<file path="config.mk">
export PLATFORM = sky130hd
export DESIGN_NAME = feature_extractor_param
export DESIGN_NICKNAME = d
export VERILOG_FILES = /design/src/rtl/fe_pkg.sv /design/src/rtl/fe_line_buffer.sv /design/src/rtl/feature_extractor_param.sv
export SDC_FILE = /design/constraint.sdc
export NUM_CORES = 2
export LEC_CHECK = 0
export ABC_AREA = 1
export BUFFER_PORTS_ARGS = -buffer_cell sky130_fd_sc_hd__buf_2
export CELL_PAD_IN_SITES_DETAIL_PLACEMENT = 0
export CELL_PAD_IN_SITES_GLOBAL_PLACEMENT = 1
export CORE_UTILIZATION = 50
export DETAILED_ROUTE_END_ITERATION = 12
export GPL_ROUTABILITY_DRIVEN = 0
export MAX_ROUTING_LAYER = met4
export PLACE_DENSITY = 0.86
export SYNTH_ARGS = -nofsm -noshare
export SYNTH_HDL_FRONTEND = slang
export SYNTH_SLANG_ARGS = --single-unit
</file>
<file path="constraint.sdc">
create_clock -name clk -period 6 [get_ports clk]
set_input_delay 1.2 -clock clk [delete_from_list [all_inputs] [get_ports clk]]
set_output_delay 1.2 -clock clk [all_outputs]
set_load 0.02 [all_outputs]
</file>
<file path="src/rtl/fe_pkg.sv">
// fe_pkg: shared types and constants for the streaming feature extractor.
package fe_pkg;
  typedef enum logic [1:0] {ACT_BYPASS, ACT_RELU, ACT_LEAKY} act_mode_e;
  typedef enum logic [1:0] {IDLE, RUN, FLUSH, DONE} fe_state_e;
  localparam int KERNEL    = 3;
  localparam int N_TAPS    = 9;
  localparam int FLUSH_CYC = 4;
endpackage

</file>
<file path="src/rtl/fe_line_buffer.sv">
// fe_line_buffer: two raster line buffers feeding a 3x3 sliding window, with
// window-valid flag and the conv column / row parity of the window produced.
module fe_line_buffer
  import fe_pkg::*;
#(
  parameter int IMG_W = 32,
  parameter int IMG_H = 32,
  parameter int PIX_W = 8
) (
  input  logic                          clk,
  input  logic                          rst,
  input  logic                          clr_i,
  input  logic                          acc_i,
  input  logic [PIX_W-1:0]              pix_i,
  output logic [N_TAPS-1:0][PIX_W-1:0]  win_o,
  output logic                          win_valid_o,
  output logic [$clog2(IMG_W)-1:0]      cc_o,
  output logic                          row_odd_o,
  output logic                          last_o
);
  localparam int CB = $clog2(IMG_W);
  localparam int RB = $clog2(IMG_H);
  logic [CB-1:0]    col_q;
  logic [RB-1:0]    row_q;
  logic [PIX_W-1:0] lb0_q [IMG_W];
  logic [PIX_W-1:0] lb1_q [IMG_W];
  logic             last_col;
  assign last_col = col_q == CB'(IMG_W-1);
  assign last_o   = acc_i && last_col && row_q == RB'(IMG_H-1);
  // lb0 holds the previous row, lb1 the one before; the window's right column comes from them
  always_ff @(posedge clk or negedge rst) begin
    if (!rst) begin
      col_q       <= '0;
      row_q       <= '0;
      win_o       <= '0;
      win_valid_o <= 1'b0;
      cc_o        <= '0;
      row_odd_o   <= 1'b0;
      for (int c = 0; c < IMG_W; c++) begin
        lb0_q[c] <= '0;
        lb1_q[c] <= '0;
      end
    end else begin
      win_valid_o <= acc_i && row_q >= RB'(2) && col_q >= CB'(2);
      if (clr_i) begin
        col_q <= '0;
        row_q <= '0;
      end else if (acc_i) begin
        for (int i = 0; i < KERNEL; i++)
          for (int j = 0; j < KERNEL-1; j++)
            win_o[i*KERNEL+j] <= win_o[i*KERNEL+j+1];
        win_o[KERNEL-1]   <= lb1_q[col_q];
        win_o[2*KERNEL-1] <= lb0_q[col_q];
        win_o[N_TAPS-1]   <= pix_i;
        lb1_q[col_q]      <= lb0_q[col_q];
        lb0_q[col_q]      <= pix_i;
        col_q             <= last_col ? '0 : col_q + 1'b1;
        if (last_col) row_q <= last_o ? '0 : row_q + 1'b1;
        cc_o              <= col_q - CB'(2);
        row_odd_o         <= row_q[0];
      end
    end
  end
endmodule

</file>
<file path="src/rtl/feature_extractor_param.sv">
// feature_extractor_param: 3x3 conv -> activation -> optional 2x2 max pool stream.
// Define FE_LEAKY_RELU_EN to make act_mode 10 a leaky ReLU (otherwise it is ReLU).
module feature_extractor_param
  import fe_pkg::*;
#(
  parameter int IMG_W       = 32,
  parameter int IMG_H       = 32,
  parameter int PIX_W       = 8,
  parameter int WT_W        = 8,
  parameter int ACC_W       = 22,
  parameter int LEAKY_SHIFT = 3
) (
  input  logic                    clk,
  input  logic                    rst,
  input  logic                    start_signal,
  input  logic                    pixel_valid_in,
  input  logic [PIX_W-1:0]        pixel_in,
  input  logic                    wt_wr_en,
  input  logic [3:0]              wt_addr,
  input  logic [WT_W-1:0]         wt_data,
  input  logic [1:0]              act_mode,
  input  logic                    pool_en,
  output logic signed [ACC_W-1:0] final_result_out,
  output logic                    final_result_valid,
  output logic                    final_done_signal,
  output logic                    busy
);
  localparam int PW  = PIX_W + WT_W + 1;
  localparam int CB  = $clog2(IMG_W);
  localparam int NPW = (IMG_W - 2) / 2;
  localparam int PB  = $clog2(NPW + 1);
  localparam int FB  = $clog2(FLUSH_CYC);
`ifdef FE_LEAKY_RELU_EN
  localparam act_mode_e MODE10 = ACT_LEAKY;
`else
  localparam act_mode_e MODE10 = ACT_RELU;
`endif
  if (ACC_W < PIX_W + WT_W + 5) begin : g_acc_chk
    $error("ACC_W too narrow for a full-precision 3x3 sum");
  end
  if (LEAKY_SHIFT < 0 || LEAKY_SHIFT >= ACC_W) begin : g_shift_chk
    $error("LEAKY_SHIFT out of range");
  end
  fe_state_e               state_q;
  logic [FB-1:0]           fcnt_q;
  act_mode_e               mode_q;
  logic                    pool_q, done_q, busy_q;
  logic signed [WT_W-1:0]  w_q [N_TAPS];
  logic                    accept, clr, last, wv, ro;
  logic [N_TAPS-1:0][PIX_W-1:0] win;
  logic [CB-1:0]           cc, cc1_q, cc2_q, cc3_q;
  logic signed [PW-1:0]    prod_d [N_TAPS];
  logic signed [PW-1:0]    prod_q [N_TAPS];
  logic signed [ACC_W-1:0] sum_d, sum_q, act_d, a3_q, hmax_q, m_d, pool_d, res_q;
  logic signed [ACC_W-1:0] pbuf_q [2**PB];
  logic [PB-1:0]           idx;
  logic                    v1_q, v2_q, v3_q, ro1_q, ro2_q, ro3_q, out_v, valid_q;
  assign accept             = pixel_valid_in && state_q == RUN;
  assign clr                = start_signal && state_q == IDLE;
  assign final_result_out   = res_q;
  assign final_result_valid = valid_q;
  assign final_done_signal  = done_q;
  assign busy               = busy_q;
  fe_line_buffer #(.IMG_W(IMG_W), .IMG_H(IMG_H), .PIX_W(PIX_W)) u_lb (
    .clk(clk), .rst(rst), .clr_i(clr), .acc_i(accept), .pix_i(pixel_in),
    .win_o(win), .win_valid_o(wv), .cc_o(cc), .row_odd_o(ro), .last_o(last)
  );
  always_ff @(posedge clk or negedge rst) begin
    if (!rst) begin
      state_q <= IDLE;
      fcnt_q  <= '0;
      mode_q  <= ACT_BYPASS;
      pool_q  <= 1'b0;
      done_q  <= 1'b0;
      busy_q  <= 1'b0;
    end else begin
      case (state_q)
        IDLE: if (start_signal) begin
          state_q <= RUN;
          busy_q  <= 1'b1;
          pool_q  <= pool_en;
          mode_q  <= act_mode == 2'b00 ? ACT_BYPASS : act_mode == 2'b10 ? MODE10 : ACT_RELU;
        end
        RUN: if (last) begin
          state_q <= FLUSH;
          fcnt_q  <= '0;
        end
        FLUSH: begin
          fcnt_q <= fcnt_q + 1'b1;
          if (fcnt_q == FB'(FLUSH_CYC-1)) begin
            state_q <= DONE;
            busy_q  <= 1'b0;
            done_q  <= 1'b1;
          end
        end
        DONE: begin
          state_q <= IDLE;
          done_q  <= 1'b0;
        end
      endcase
    end
  end
  always_ff @(posedge clk or negedge rst) begin
    if (!rst) begin
      for (int k = 0; k < N_TAPS; k++) w_q[k] <= k == N_TAPS/2 ? WT_W'(1) : '0;
    end else if (wt_wr_en && state_q == IDLE && wt_addr < 4'(N_TAPS)) begin
      w_q[wt_addr] <= wt_data;
    end
  end
  always_comb begin
    sum_d = '0;
    for (int k = 0; k < N_TAPS; k++) begin
      prod_d[k] = $signed({1'b0, win[k]}) * w_q[k];
      sum_d     = sum_d + {{(ACC_W-PW){prod_q[k][PW-1]}}, prod_q[k]};
    end
`ifdef FE_LEAKY_RELU_EN
    act_d = (mode_q == ACT_BYPASS || !sum_q[ACC_W-1]) ? sum_q :
            mode_q == ACT_LEAKY ? sum_q >>> LEAKY_SHIFT : '0;
`else
    act_d = (mode_q == ACT_BYPASS || !sum_q[ACC_W-1]) ? sum_q : '0;
`endif
    idx    = PB'(cc3_q >> 1);
    m_d    = a3_q > hmax_q ? a3_q : hmax_q;
    pool_d = pbuf_q[idx] > m_d ? pbuf_q[idx] : m_d;
    out_v  = pool_q ? v3_q && cc3_q[0] && ro3_q : v2_q;
  end
  // even conv columns seed the horizontal max; odd columns close a pair, even rows park it, odd rows emit
  always_ff @(posedge clk or negedge rst) begin
    if (!rst) begin
      for (int k = 0; k < N_TAPS; k++) prod_q[k] <= '0;
      for (int k = 0; k < 2**PB; k++) pbuf_q[k] <= '0;
      {v1_q, v2_q, v3_q, ro1_q, ro2_q, ro3_q, valid_q} <= '0;
      {cc1_q, cc2_q, cc3_q} <= '0;
      {sum_q, a3_q, hmax_q, res_q} <= '0;
    end else begin
      prod_q  <= prod_d;
      v1_q    <= wv;
      cc1_q   <= cc;
      ro1_q   <= ro;
      sum_q   <= sum_d;
      v2_q    <= v1_q;
      cc2_q   <= cc1_q;
      ro2_q   <= ro1_q;
      a3_q    <= act_d;
      v3_q    <= v2_q && pool_q;
      cc3_q   <= cc2_q;
      ro3_q   <= ro2_q;
      if (v3_q && !cc3_q[0]) hmax_q <= a3_q;
      if (v3_q && cc3_q[0] && !ro3_q) pbuf_q[idx] <= m_d;
      valid_q <= out_v;
      if (out_v) res_q <= pool_q ? pool_d : act_d;
    end
  end
endmodule

</file>
==> impl_metrics.env <==
export IMPL_cts_buffers=146
export IMPL_cellInternalPower_w=0.02470
export IMPL_grt_pass1_vias=59170
export IMPL_power_frac_clock=0.179
export IMPL_hold_class="reg -> reg"
export IMPL_via_per_inst=5.471
export IMPL_status="finished, final reports clean"
export IMPL_worstPathArrival_ns=5.77
export IMPL_syn_nets=9961
export IMPL_ys_ff_latch=1296
export IMPL_clkTransAtPathRegs_ns=0.06
export IMPL_start_kind="register"
export IMPL_num_rows=145
export IMPL_crit_path_frequent_cell="nand2_1"
export IMPL_synth_seq_area_share=0.4127
export IMPL_cts_tree="yes"
export IMPL_grt_pass1_wl_um=345600
export IMPL_synth_flop_cell="dfrtp_1"
export IMPL_cap_violations=0
export IMPL_worstHoldStart="cc2_q[4]$_DFF_PN0_"
export IMPL_avgSynthCellArea_um2=8.723
export IMPL_dr_pass1_iters=9
export IMPL_overflow=0
export IMPL_slowest_stage="and2_1"
export IMPL_postCtsSetupBuffers=0
export IMPL_wl_per_cell_um=20.10
export IMPL_syn_cell_area_um2=78590
export IMPL_synthToLayoutAreaGrowth_pct=7.717
export IMPL_maxSlewViolCount=0
export IMPL_hold_path_depth=0
export IMPL_r2r_end="final_result_out[5]$_DFFE_PN0P_"
export IMPL_first_iter_violations=5818
export IMPL_max_slew_margin=0.1592
export IMPL_dieArea_um2=158800
export IMPL_synth_distinct_cells=58
export IMPL_start_util=0.5031
export IMPL_cp_top_family="simple AND/OR/NAND/NOR gates"
export IMPL_vias=59700
export IMPL_seqPwrFrac=0.263
export IMPL_synth_edf_count=0
export IMPL_grt_max_degree=149
export IMPL_ys_warnings_count=0
export IMPL_r2r_slack_ns=0.90
export IMPL_clkSinkCount=1296
export IMPL_fp_dieW_um=398.5
export IMPL_final_antenna_net_count=0
export IMPL_r2r_start="hmax_q[21]$_DFFE_PN0P_"
export IMPL_setup_viol=0
export IMPL_post_route_period_util=0.8507
export IMPL_root_buffer="clkbuf_16"
export IMPL_finalSetupTns_ns=0
export IMPL_critPathCaptureType="register"
export IMPL_synthTopCellsByArea="dfrtp_1 (41%), fa_1 (12%), nand2_1 (8.9%), ha_1 (7.5%), inv_1 (6.4%)"
export IMPL_required_ns=6.66
export IMPL_drive_gt1_frac=0.07696
export IMPL_path_max_fanout=32
export IMPL_rsz0062_at_grt="false"
export IMPL_worstMarginPinSlew_ns=1.260
export IMPL_synth_top_cells_by_count="nand2_1 (1867), inv_1 (1349), dfrtp_1 (1295)"
export IMPL_cpPeakStageDelay_ns=0.54
export IMPL_combinationalPowerShare=0.558
export IMPL_p_leak_nw=44.31
export IMPL_r2r_cells=27
export IMPL_yosysTopAreaCellShare=0.4124
export IMPL_swShare=0.5018
export IMPL_io_pins=53
export IMPL_cts_htree_levels=4
export IMPL_nets=9697
export IMPL_cts_buffer_depth=3
export IMPL_routed_wl_um=219300
export IMPL_layout_min_cycle_time_ns=5.104
export IMPL_die_h_um=398.5
export IMPL_yosys_area_top_type="dfrtp_1"
export IMPL_yosysMostFrequentCell="nand2_1"
export IMPL_worstSkewPairLatency_ns=0.80
export IMPL_drc_errors=0
export IMPL_core_um2=156200
export IMPL_critical_path_class="reg -> reg"
export IMPL_stdcell_count=10910
export IMPL_fmax_mhz=195.9
export IMPL_min_to="cc3_q[4]$_DFF_PN0_"
export IMPL_async_flop_share=1.000
export IMPL_cp_buffers_inverters=3
export IMPL_synth_cells=9009
export IMPL_fin_skew_ns=0.03177
export IMPL_peakVddDrop_v=0.001094
export IMPL_hold_viol=0
export IMPL_ctsResizeCount=0
export IMPL_antenna_found_initial=4
export IMPL_port_buffers=52
export IMPL_power_density_nw_per_um2=585.7
export IMPL_place_inst=10660
export IMPL_holdBufCountCts=0
export IMPL_place_hpwl_um=149900
export IMPL_power_switching_w=0.02488
export IMPL_grt_util_all_layers=0.2902
how the worst max path moves through the flow:
stage                               start                         endpoint  slack, ns  cells after the start
2_1_floorplan  u_lb.win_o[48]$_DFFE_PN0P_             prod_q[48]$_DFF_PN0_       1.64                     18
3_3_place_gp           a3_q[21]$_DFF_PN0_  final_result_out[8]$_DFFE_PN0P_       0.96                     26
3_5_place_dp       hmax_q[21]$_DFFE_PN0P_  final_result_out[4]$_DFFE_PN0P_       0.97                     27
4_1_cts            hmax_q[21]$_DFFE_PN0P_  final_result_out[5]$_DFFE_PN0P_       0.94                     27
5_1_grt            hmax_q[21]$_DFFE_PN0P_  final_result_out[3]$_DFFE_PN0P_       0.38                     27
6_report           hmax_q[21]$_DFFE_PN0P_  final_result_out[5]$_DFFE_PN0P_       0.90                     27
routing by layer:
layer / track usage / vias to the layer above / part of all wire
li1: - / 27970 / -
met1: 0.3898 / 29390 / 0.43
met2: 0.4523 / 1949 / 0.47
met3: 0.04482 / 385 / 0.070
met4: 0.09312 / 0 / 0.032
met5: - / - / 0
per-stage QoR:
stage | hold slack, ns | total power, W | setup slack (ns) | area, um^2 | utilization
finish | 0.3462 | 0.04958 | 0.8961 | 84650 | 0.5419
CTS | 0.3472 | 0.04941 | 0.9399 | 84640 | 0.5419
global placement | 0.3323 | 0.03985 | 0.9605 | 79950 | 0.5118
detailed placement | 0.3347 | 0.04033 | 0.9692 | 79950 | 0.5118
floorplan | 0.3312 | 0.03208 | 1.641 | 78590 | -
global route | 0.3567 | 0.05324 | 0.3825 | 84640 | 0.5419
power groups by stage:
stage                     Clock, W  Combinational, W  Sequential, W
after detailed placement         0            0.0272         0.0131
after global routing       0.00936            0.0306         0.0132
final                      0.00888            0.0277         0.0130
after CTS                  0.00901            0.0274         0.0130
after floorplan                  0            0.0203         0.0118
after global placement           0            0.0268         0.0131
layout make-up:
class / count / area (um^2)
fill: 14020 / 71550
multi-input combinational: 5779 / 38590
sequential: 1296 / 32440
inverter: 1373 / 5165
clock buffer: 213 / 4237
tap: 2058 / 2575
timing repair buffer: 149 / 1179
clock inverter: 39 / 459.2
antenna: 4 / 10.01
flip-flops by register name (all words and copies together), names as in the netlist, 22 cells and up:
name,cells
pbuf_q,352
u_lb.lb0_q,256
u_lb.lb1_q,256
prod_q,153
u_lb.win_o,72
w_q,72
a3_q,22
final_result_out,22
hmax_q,22
sum_q,22
cell usage in the layout, fill, tap and decap left out, drive strengths merged, types with 10 or more instances in the layout:
cell       n
buf      149
nand2   1895
xor2      83
nor4b     11
clkbuf   213
o21ai   1104
dfrtp   1295
clkinv    22
nor3      30
nand3    113
a21oi    744
and2      11
nand4     31
fa       455
a21o      10
a22oi    176
nor2     514
xnor2     45
ha       469
or2       26
inv     1380
logic make-up (layout without fill, tap and decap cells):
logic type | Yosys count | after routing | synth area share
flip-flops | 1296 | 1296 | 0.4127
XOR/XNOR | 128 | 128 | 0.01427
AND/OR/NAND/NOR | 2637 | 2637 | 0.1349
adder cells (fa/ha/maj) | 924 | 924 | 0.1906
AO/OA/AOI/OAI | 2090 | 2090 | 0.1491
buffers and inverters | 1934 | 1774 | 0.09839
other | 0 | 4 | 0
Power figures use the tool's default switching activity.
